$ cat src/rtl/rps_pkg.sv
// Shared definitions for the round controller: state encoding and default sizing.
package rps_pkg;

  localparam int DATA_W_DEF     = 5;
  localparam int SCORE_W_DEF    = 8;
  localparam int LIVES_INIT_DEF = 3;
  localparam int TIMEOUT_DEF    = 1000;

  localparam logic [2:0] ST_IDLE   = 3'd0;
  localparam logic [2:0] ST_GET_X  = 3'd1;
  localparam logic [2:0] ST_GET_Y  = 3'd2;
  localparam logic [2:0] ST_EVAL   = 3'd3;
  localparam logic [2:0] ST_UPDATE = 3'd4;
  localparam logic [2:0] ST_OVER   = 3'd5;

  typedef enum logic [2:0] {
    IDLE   = ST_IDLE,
    GET_X  = ST_GET_X,
    GET_Y  = ST_GET_Y,
    EVAL   = ST_EVAL,
    UPDATE = ST_UPDATE,
    OVER   = ST_OVER
  } state_e;

endpackage

$ cat src/rtl/round_controller_if.sv
// Entry port between the input/debounce logic (master) and the round controller (slave).
interface round_controller_if
  import rps_pkg::*;
#(
  parameter int DATA_W = DATA_W_DEF
);
  logic              in_valid;
  logic [DATA_W-1:0] in_value;
  logic              in_ready;

  modport master (output in_valid, output in_value, input in_ready);
  modport slave  (input in_valid, input in_value, output in_ready);
endinterface

$ cat src/rtl/round_timer.sv
// Per-entry timeout counter: clear wins over enable; expire flags the last allowed cycle.
module round_timer #(
  parameter int TIMEOUT = 1000
) (
  input  logic clk,
  input  logic reset,
  input  logic clr_i,
  input  logic en_i,
  output logic expire_o
);
  localparam int TW = $clog2(TIMEOUT);

  logic [TW-1:0] cnt_q, cnt_d;

  always_comb begin
    cnt_d = cnt_q;
    if (clr_i)     cnt_d = '0;
    else if (en_i) cnt_d = cnt_q + 1'b1;
  end

  always_ff @(posedge clk) begin
    if (reset) cnt_q <= '0;
    else       cnt_q <= cnt_d;
  end

  assign expire_o = en_i && (cnt_q == TW'(TIMEOUT - 1));
endmodule

$ cat src/rtl/round_controller.sv
// Game sequencer: collects two entries per round, latches the ALU verdict and
// applies it to score/lives. All outputs are registered.
module round_controller
  import rps_pkg::*;
#(
  parameter int DATA_W     = DATA_W_DEF,
  parameter int SCORE_W    = SCORE_W_DEF,
  parameter int LIVES_INIT = LIVES_INIT_DEF,
  parameter int TIMEOUT    = TIMEOUT_DEF
) (
  input  logic               clk,
  input  logic               reset,
  input  logic               start,
  round_controller_if.slave  in_if,
  output logic [DATA_W-1:0]  alu_x,
  output logic [DATA_W-1:0]  alu_y,
  input  logic               alu_lose,
  input  logic [DATA_W-1:0]  alu_bonus,
  output logic [SCORE_W-1:0] score,
  output logic [1:0]         lives,
  output logic               round_done,
  output logic               game_over,
  output logic               busy
);

  function automatic logic [SCORE_W-1:0] sat_add(input logic [SCORE_W-1:0] a,
                                                 input logic [DATA_W-1:0]  b);
    logic [SCORE_W:0] s;
    s = {1'b0, a} + (SCORE_W + 1)'(b);
    return s[SCORE_W] ? {SCORE_W{1'b1}} : s[SCORE_W-1:0];
  endfunction

  state_e             state_q, state_d;
  logic [DATA_W-1:0]  alu_x_q, alu_y_q;
  logic [SCORE_W-1:0] score_q;
  logic [1:0]         lives_q;
  logic               in_ready_q, round_done_q, game_over_q, busy_q;
  logic               lose_q;
  logic [DATA_W-1:0]  bonus_q;

  logic in_get, accept, expire;

  assign in_get = (state_q == GET_X) || (state_q == GET_Y);
  assign accept = in_if.in_valid && in_ready_q;

  round_timer #(.TIMEOUT(TIMEOUT)) u_timer (
    .clk      (clk),
    .reset    (reset),
    .clr_i    (accept || !in_get),
    .en_i     (in_get),
    .expire_o (expire)
  );

  always_comb begin
    state_d = state_q;
    case (state_q)
      IDLE, OVER: if (start) state_d = GET_X;
      GET_X:      if (accept) state_d = GET_Y; else if (expire) state_d = UPDATE;
      GET_Y:      if (accept) state_d = EVAL;  else if (expire) state_d = UPDATE;
      EVAL:       state_d = UPDATE;
      UPDATE:     state_d = (lose_q && lives_q == 2'd1) ? OVER : GET_X;
      default:    state_d = IDLE;
    endcase
  end

  // Control and visible state; outputs are decoded from the next state so they
  // line up with state_q.
  always_ff @(posedge clk) begin
    if (reset) begin
      state_q      <= IDLE;
      alu_x_q      <= '0;
      alu_y_q      <= '0;
      score_q      <= '0;
      lives_q      <= '0;
      in_ready_q   <= 1'b0;
      round_done_q <= 1'b0;
      game_over_q  <= 1'b0;
      busy_q       <= 1'b0;
    end else begin
      state_q      <= state_d;
      in_ready_q   <= (state_d == GET_X) || (state_d == GET_Y);
      round_done_q <= (state_d == UPDATE);
      game_over_q  <= (state_d == OVER);
      busy_q       <= (state_d != IDLE) && (state_d != OVER);
      case (state_q)
        IDLE, OVER: if (start) begin
          score_q <= '0;
          lives_q <= 2'(LIVES_INIT);
        end
        GET_X:  if (accept) alu_x_q <= in_if.in_value;
        GET_Y:  if (accept) alu_y_q <= in_if.in_value;
        UPDATE: if (lose_q) lives_q <= lives_q - 2'd1;
                else        score_q <= sat_add(score_q, bonus_q);
        default: ;
      endcase
    end
  end

  // Round verdict: from the ALU in EVAL, forced to a loss on entry timeout.
  always_ff @(posedge clk) begin
    if (state_q == EVAL) begin
      lose_q  <= alu_lose;
      bonus_q <= alu_bonus;
    end else if (in_get && !accept && expire) begin
      lose_q  <= 1'b1;
      bonus_q <= '0;
    end
  end

  assign in_if.in_ready = in_ready_q;
  assign alu_x          = alu_x_q;
  assign alu_y          = alu_y_q;
  assign score          = score_q;
  assign lives          = lives_q;
  assign round_done     = round_done_q;
  assign game_over      = game_over_q;
  assign busy           = busy_q;
endmodule

$ cat src/flat_wrapper.sv
// flat-port wrapper written by rule: the top's interface ports become plain ports
module round_controller_flat import rps_pkg::*;
#(
  parameter int DATA_W     = DATA_W_DEF,
  parameter int SCORE_W    = SCORE_W_DEF,
  parameter int LIVES_INIT = LIVES_INIT_DEF,
  parameter int TIMEOUT    = TIMEOUT_DEF
)
  (clk, reset, start, alu_x, alu_y, alu_lose, alu_bonus, score, lives, round_done, game_over, busy, in_if_in_valid, in_if_in_value, in_if_in_ready);
  round_controller_if #(.DATA_W(DATA_W)) in_if_i ();
  input  logic clk;
  input  logic reset;
  input  logic start;
  output logic [DATA_W-1:0] alu_x;
  output logic [DATA_W-1:0] alu_y;
  input  logic alu_lose;
  input  logic [DATA_W-1:0] alu_bonus;
  output logic [SCORE_W-1:0] score;
  output logic [1:0] lives;
  output logic round_done;
  output logic game_over;
  output logic busy;
  input wire logic [$bits(in_if_i.in_valid)-1:0] in_if_in_valid;
  input wire logic [$bits(in_if_i.in_value)-1:0] in_if_in_value;
  output wire logic [$bits(in_if_i.in_ready)-1:0] in_if_in_ready;
  assign in_if_i.in_valid = in_if_in_valid;
  assign in_if_i.in_value = in_if_in_value;
  assign in_if_in_ready = in_if_i.in_ready;
  round_controller #(.DATA_W(DATA_W), .SCORE_W(SCORE_W), .LIVES_INIT(LIVES_INIT), .TIMEOUT(TIMEOUT)) u_core (.clk(clk), .reset(reset), .start(start), .in_if(in_if_i), .alu_x(alu_x), .alu_y(alu_y), .alu_lose(alu_lose), .alu_bonus(alu_bonus), .score(score), .lives(lives), .round_done(round_done), .game_over(game_over), .busy(busy));
endmodule
$ cat config.mk
export PLATFORM = sky130hd
export DESIGN_NAME = round_controller_flat
export DESIGN_NICKNAME = d
export VERILOG_FILES = /design/src/rtl/rps_pkg.sv /design/src/rtl/round_controller_if.sv /design/src/rtl/round_timer.sv /design/src/rtl/round_controller.sv /design/src/flat_wrapper.sv
export SDC_FILE = /design/constraint.sdc
export NUM_CORES = 1
export LEC_CHECK = 0
export CAP_MARGIN = 20
export CELL_PAD_IN_SITES_DETAIL_PLACEMENT = 1
export CELL_PAD_IN_SITES_GLOBAL_PLACEMENT = 2
export CORE_ASPECT_RATIO = 1.25
export CORE_MARGIN = 1.5
export CORE_UTILIZATION = 32
export DETAILED_ROUTE_END_ITERATION = 10
export PLACE_DENSITY = 0.82
export SLEW_MARGIN = 20
export SYNTH_ARGS = -nofsm -noshare
export SYNTH_HDL_FRONTEND = slang
export SYNTH_SLANG_ARGS = --single-unit
$ cat constraint.sdc
create_clock -name clk -period 2.3 [get_ports clk]
set_input_delay 0.46 -clock clk [delete_from_list [all_inputs] [get_ports clk]]
set_output_delay 0.46 -clock clk [all_outputs]
set_load 0.02 [all_outputs]
### Word-level counts from Yosys, hierarchy flattened

Cells that the tools add are included.

* flip-flop bits (word level): 43
* input bits: 15
* output and inout bits: 24
* logic and storage cells: 68

* $add $sub $neg: 3
* equality and inequality tests: 15
* muxes and demuxes: 17
* reduce and logical (&&, ||, !) cells: 21

Operators with widths (number)
* 8-bit 2-to-1 mux: 3
* 8-bit one-hot mux with 2 select lines: 1
* 3-bit 2-to-1 mux: 5
* 3-bit one-hot mux with 5 select lines: 1
* 3-bit == test (second input constant): 4
* 10-bit by 1-bit adder with 10-bit output (second input constant): 1
* 10-bit == test (second input constant): 1
* 5-bit 2-to-1 mux: 2
* 8-bit by 5-bit adder with 9-bit output: 1
* 3-bit by 2-bit == test with 1-bit output (second input constant): 3
* 3-bit by 1-bit == test with 1-bit output (second input constant): 2
* 1-bit logical AND: 6
* 3-bit AND reduction: 2
* 2-bit 2-to-1 mux: 2
* 2-bit != test (second input constant): 2
* 2-bit one-hot mux with 2 select lines: 1
* 2-bit AND reduction: 2
* 2-bit nonzero test: 2
* 2-bit OR reduction: 2
* 3-bit logical NOT: 1
* 1-bit logical OR: 3
* 3-bit != test (second input constant): 1
* 3-bit nonzero test: 1
* 2-bit by 1-bit == test with 1-bit output (second input constant): 1
* 4 further kinds: 6

### Logic depth before layout (Yosys ltp)

* depth in word-level cells: 8
* mapped depth: 8
* gate-level depth less buffers: 8

### Hierarchy

Synthesis repeated with hierarchy kept, for this count alone.

* cells, all modules: 229
* area total of the unflattened synthesis: 2114.5 um^2

Modules (own cells, without submodules)
* round_controller: times used 1, cells an instance 174, area each 1635.3 um^2, sequential area each 720.7 um^2
* round_timer: times used 1, cells an instance 55, area each 479.2 um^2, sequential area each 200.2 um^2

### Worst setup path before layout

OpenSTA, ideal clock, no wires.

* path type: reg2reg
* from: reg u_core.score_q[0] (netlist: u_core.score[0])
* to: reg u_core.score_q[0] (netlist: u_core.score[0])
* library setup time: 0.070 ns
* data arrival time: 1.962 ns
* setup slack: 0.268 ns
* cell stages (with the launch flop): 9
* path buffers: 0
* cell sequence: dfxtp_1 > ha_1 > inv_1 > fa_1 > nand2b_1 > a21oi_1 > o21ai_0 > nor2b_1 > o2bb2ai_1

* cells in the longest elaborated chain, start to end: 4

Ends and longest elaborated chain
* start: declaration: line round_controller.sv:35 `logic [SCORE_W-1:0] score_q;`
* start signal: assignment: line round_controller.sv:93 `else score_q <= sat_add(score_q, bonus_q);`
* 8-bit by 5-bit adder with 9-bit output: line round_controller.sv:29 `s = {1'b0, a} + (SCORE_W + 1)'(b);`
* 8-bit 2-to-1 mux: line round_controller.sv:30 `return s[SCORE_W] ? {SCORE_W{1'b1}} : s[SCORE_W-1:0];`
* 8-bit 2-to-1 mux: line round_controller.sv:92 `UPDATE: if (lose_q) lives_q <= lives_q - 2'd1;`
* 8-bit one-hot mux with 2 select lines: line round_controller.sv:85 `case (state_q)`

No other way between the ends. The select of a mux whose other input is x is not followed.
A chain may end at the register's enable or synchronous reset.

### Worst setup path in the final report

* from: reg u_core.score_q[0] (netlist: u_core.score[0])
* to: reg u_core.score_q[6] (netlist: u_core.score[6])

Same word-level chain as after synthesis.

==> impl_summary.log <==
[metrics] Switching Share: 24.20%
[metrics] vias per inst: 4.853
[metrics] worst clock skew: 0.01190 ns
[metrics] number of enable flip-flop cells after synthesis: 6
[metrics] area of the die: just under 7000 µm²
[metrics] maximum frequency from static timing analysis: 483.8 MHz
[metrics] power share of the sequential group: 56.8%
[metrics] Routed met1 length: 1.966 mm
[metrics] clock sink total: 43
[metrics] first-pass iteration count of the detailed router: 4
[metrics] Syn Inst Count: around 210
[metrics] cell count along the critical path: 9
[metrics] Port-buffer cells: 38
[metrics] Crit path arrival time: 2.24 ns
[metrics] power spent charging and discharging nets: 337.4 µW
[metrics] total of max-cap violations: 0
[metrics] top flip-flop cell by instance count after synthesis: dfxtp_1
[metrics] maximum clock insertion buffer count: 2
[metrics] CTS tree: built
[metrics] initial antenna violation count: 0
[metrics] pin count of the biggest net entering global routing: 22
[metrics] combined flip-flop and latch cell area: 920.9 µm²
[metrics] combined area of the multi-input logic cells: roughly 1100 µm²
[metrics] buffer type at the clock tree root: clkbuf_8
[metrics] number of global-route vias before repair: 1647
[metrics] Total Nets Final: 284
[metrics] overall track demand over capacity in global routing: approximately 14%
[metrics] starting utilization of the core area: 33.15%
[metrics] worst hold path type: flop to flop
[metrics] critical path, cell by cell: ha_1 -> inv_1 -> fa_1 -> nand2b_1 -> a21oi_1 -> buf_4 -> nor2_1 -> o31ai_1 -> a221oi_1
[metrics] number of distinct standard cells referenced by the synthesized netlist: 48
[metrics] final antenna diode count: 0
[metrics] mean area per synthesized cell: 9.612 µm²
[metrics] sum of net half-perimeters after detailed placement: 3.442 mm
[metrics] total power density per cell area: ~520 nW/µm²
[metrics] wire per inst: 12.89 µm
[metrics] number of buffers added by the clock tree synthesis step: 5
[metrics] peak supply drop: 0.2583 mV
[metrics] worst slew margin relative to its limit: around three fifths
[metrics] Slowest Stage Delay on Critical Path: 0.38 ns
[metrics] wire length of the first global-routing pass: 7.610 mm
[metrics] Die Y-Extent: 92.64 µm
[metrics] Filler Cell Count: 724
[metrics] combinational power share: 10.0%
[metrics] layout overhead on the synthesized area: 29.32%
[metrics] unrepaired setup endpoints after global routing: false
[metrics] worst-case reg-to-reg path depth: 9
[metrics] length of routed met3 wiring: 168 µm
[metrics] number of rows in the core area: 32
[metrics] Post-synth ARST share: 0%
[metrics] Setup TNS: 0 ns
[metrics] Std-Cell Core Area: 6206 µm²
[metrics] violation count after the first detailed-routing iteration: 39
[metrics] CP endpoint kind: flop
[metrics] Final GP Congestion: 0.7673
[metrics] gr ovfl total: 0
[metrics] Min Hold Slack: 0.4597 ns
[metrics] number of vias in the routed layout: 1684
[metrics] post-route antenna net violation count: 0
[metrics] final worst path period need: approximately 2.1 ns
[metrics] met2 wire len: 2.295 mm
[metrics] Routed Wire Length: approximately 4.5 mm
[metrics] WP data required: 2.47 ns
[metrics] die outline width: 74.71 µm
[metrics] standby leakage power: 0.9726 nW
[metrics] worst slew pin tran: approximately 0.62 ns
[metrics] Crit path buffers/inverters: 2
[metrics] crit path max-delay cell type: fa_1
[metrics] worst-path maximum fanout: 3
[metrics] setup violators final: 0
[metrics] number of design rule violations left after detail routing: 0
[metrics] net count after synthesis: 237
[metrics] Top Ports: 39
[metrics] result of the run: complete, no violations
[metrics] later-pin clock latency in the skew report: 0.29 ns
[metrics] post-synthesis cell area: 2057 µm²
[metrics] Yosys warning total: 0
[metrics] type of origin of the critical path: flop
[metrics] clock power share: between 30% and 40%
[metrics] internal power: between 1 and 1.5 mW
[metrics] classification of the worst setup path: flop to flop
[metrics] maximum level of the CTS H-tree: 2
[metrics] final-report hold violation count: 0
[metrics] Pins Over Slew Limit: 0
[metrics] part of the cycle the worst path needs: 89.87%
[metrics] clock transition at the registers of the reported paths: 0.08 ns
[metrics] part of the Yosys area used for sequential elements: 44.77%
[metrics] family with the most delay on the worst path: adder cells
[metrics] number of cells on the worst hold path: 1
[metrics] highest metal used: met4
[metrics] fraction of layout cells with a size suffix above 1: 9.542%
[metrics] number of register bits inferred by synthesis: 43
-- synthesized netlist by cell type (2+ instances only) --
library cell  number  share of area [%]
a211oi_1           3                1.1
xnor2_1            4                1.7
o21ai_0            5                1.2
ha_1               7                4.3
a21oi_1           10                2.4
clkbuf_1           3               0.55
o2bb2ai_1          2               0.85
nand3_1            7                1.7
nor4b_2            2                1.5
xor2_1             7                3.0
edfxtp_1           6                8.8
buf_4              2               0.73
nor3_1             3               0.73
nand2_1           10                1.8
inv_1             10                1.8
nor2_1            34                6.2
nor3_2             2               0.97
nor2b_1            3               0.91
and2_1             6                1.8
nand2b_1           5                1.5
dfxtp_1           37                 36
o21bai_1           2               0.73
a21o_1             4                1.5
mux2i_1           13                6.3
buf_2              2               0.49
nand3b_1           3                1.1
-- placed cells by master, fill, tap and decap left out, drive strengths merged, types with 6 or more instances in the layout --
cell type      instances
a21oi                 11
and2                   6
buf                    9
clkbuf                 6
clkdlybuf4s50         38
dfxtp                 37
edfxtp                 6
ha                     7
inv                   10
mux2i                 13
nand2                 10
nand3                  7
nor2                  34
xor2                   7
-- flip-flops by register name, summed over array words and instances, names as in the netlist, 2 cells and up --
name	count
u_core.alu_x	5
u_core.state_q	3
u_core.score	8
u_core.u_timer.cnt_q	10
u_core.alu_y	5
u_core.lives	2
u_core.bonus_q	5
-- metal layers --
layer	vias to the layer above	GRT usage [%]
li1	842	-
met4	0	4.545
met5	-	0
met1	807	16.70
met2	31	25.00
met3	4	2.720
-- per-stage QoR --
| step | instances | setup WS (ns) | area (µm²) | power, mW | util, % |
|---|---|---|---|---|---|
| floorplan | 214 | 0.2676 | 2057 | 0.8854 | - |
| global placement | 339 | 0.1927 | 2575 | 0.9493 | 41.49 |
| detailed placement | 339 | 0.1192 | 2575 | 0.9511 | 41.49 |
| CTS | 347 | 0.09290 | 2660 | 1.420 | 42.86 |
| global route | 347 | 0.01483 | 2660 | 1.453 | 42.86 |
| finish | 347 | 0.2331 | 2660 | 1.394 | 42.86 |
-- logic make-up (layout without fill, tap and decap cells) --
group / Yosys count / in the layout / synth area share, %
buffers and inverters: 17 / 65 / 3.589
adders and majority gates: 8 / 8 / 5.231
DFF: 43 / 43 / 44.77
xor gates and xnor gates: 12 / 12 / 5.475
and+or+nand+nor: 81 / 81 / 21.05
AOI/OAI and AO/OA: 40 / 40 / 13.57
muxes: 13 / 13 / 6.326
-- timing repair --
item	CTS	global route
setup endpoints to repair	0	1
buffers inserted	0	0
gates resized for setup	0	1
hold buffers	0	0
-- cell type report --
| type | count | share of cell area (%) |
|---|---|---|
| Clock buffer | 6 | 2.728 |
| Tap cell | 85 | 3.998 |
| Timing Repair Buffer | 47 | 16.84 |
| Inverter | 10 | 1.411 |
| Clock inverter | 2 | 0.4704 |
| Multi-Input combinational cell | 154 | 39.93 |
| Sequential cell | 43 | 34.62 |
-- final timing paths --
kind | start | to | slack [ns]
worst max-delay path | u_core.score[0] | u_core.score[6] | 0.23
worst min-delay path | u_core.u_timer.cnt_q[0] | u_core.u_timer.cnt_q[0] | 0.46
worst max register to register | u_core.score[0] | u_core.score[6] | 0.23
worst min register to register | u_core.u_timer.cnt_q[0] | u_core.u_timer.cnt_q[0] | 0.46
-- power groups by stage --
stage | combinational [mW] | clock (mW) | sequential (mW)
floorplan | 0.0724 | 0 | 0.813
global placement | 0.141 | 0 | 0.809
detailed placement | 0.142 | 0 | 0.809
CTS | 0.143 | 0.486 | 0.792
global route | 0.153 | 0.507 | 0.794
finish | 0.140 | 0.463 | 0.791
-- worst register-to-register path: cells and delay by family, from the launching register on --
family | cells | cell delay (ns)
flip-flops | 1 | 0.34
AND/OR/NAND/NOR | 2 | 0.21
buffers and inverters | 2 | 0.23
adder cells (fa/ha/maj) | 2 | 0.58
AO/OA/AOI/OAI | 3 | 0.58
No activity file was read; power rests on OpenSTA's default activity.
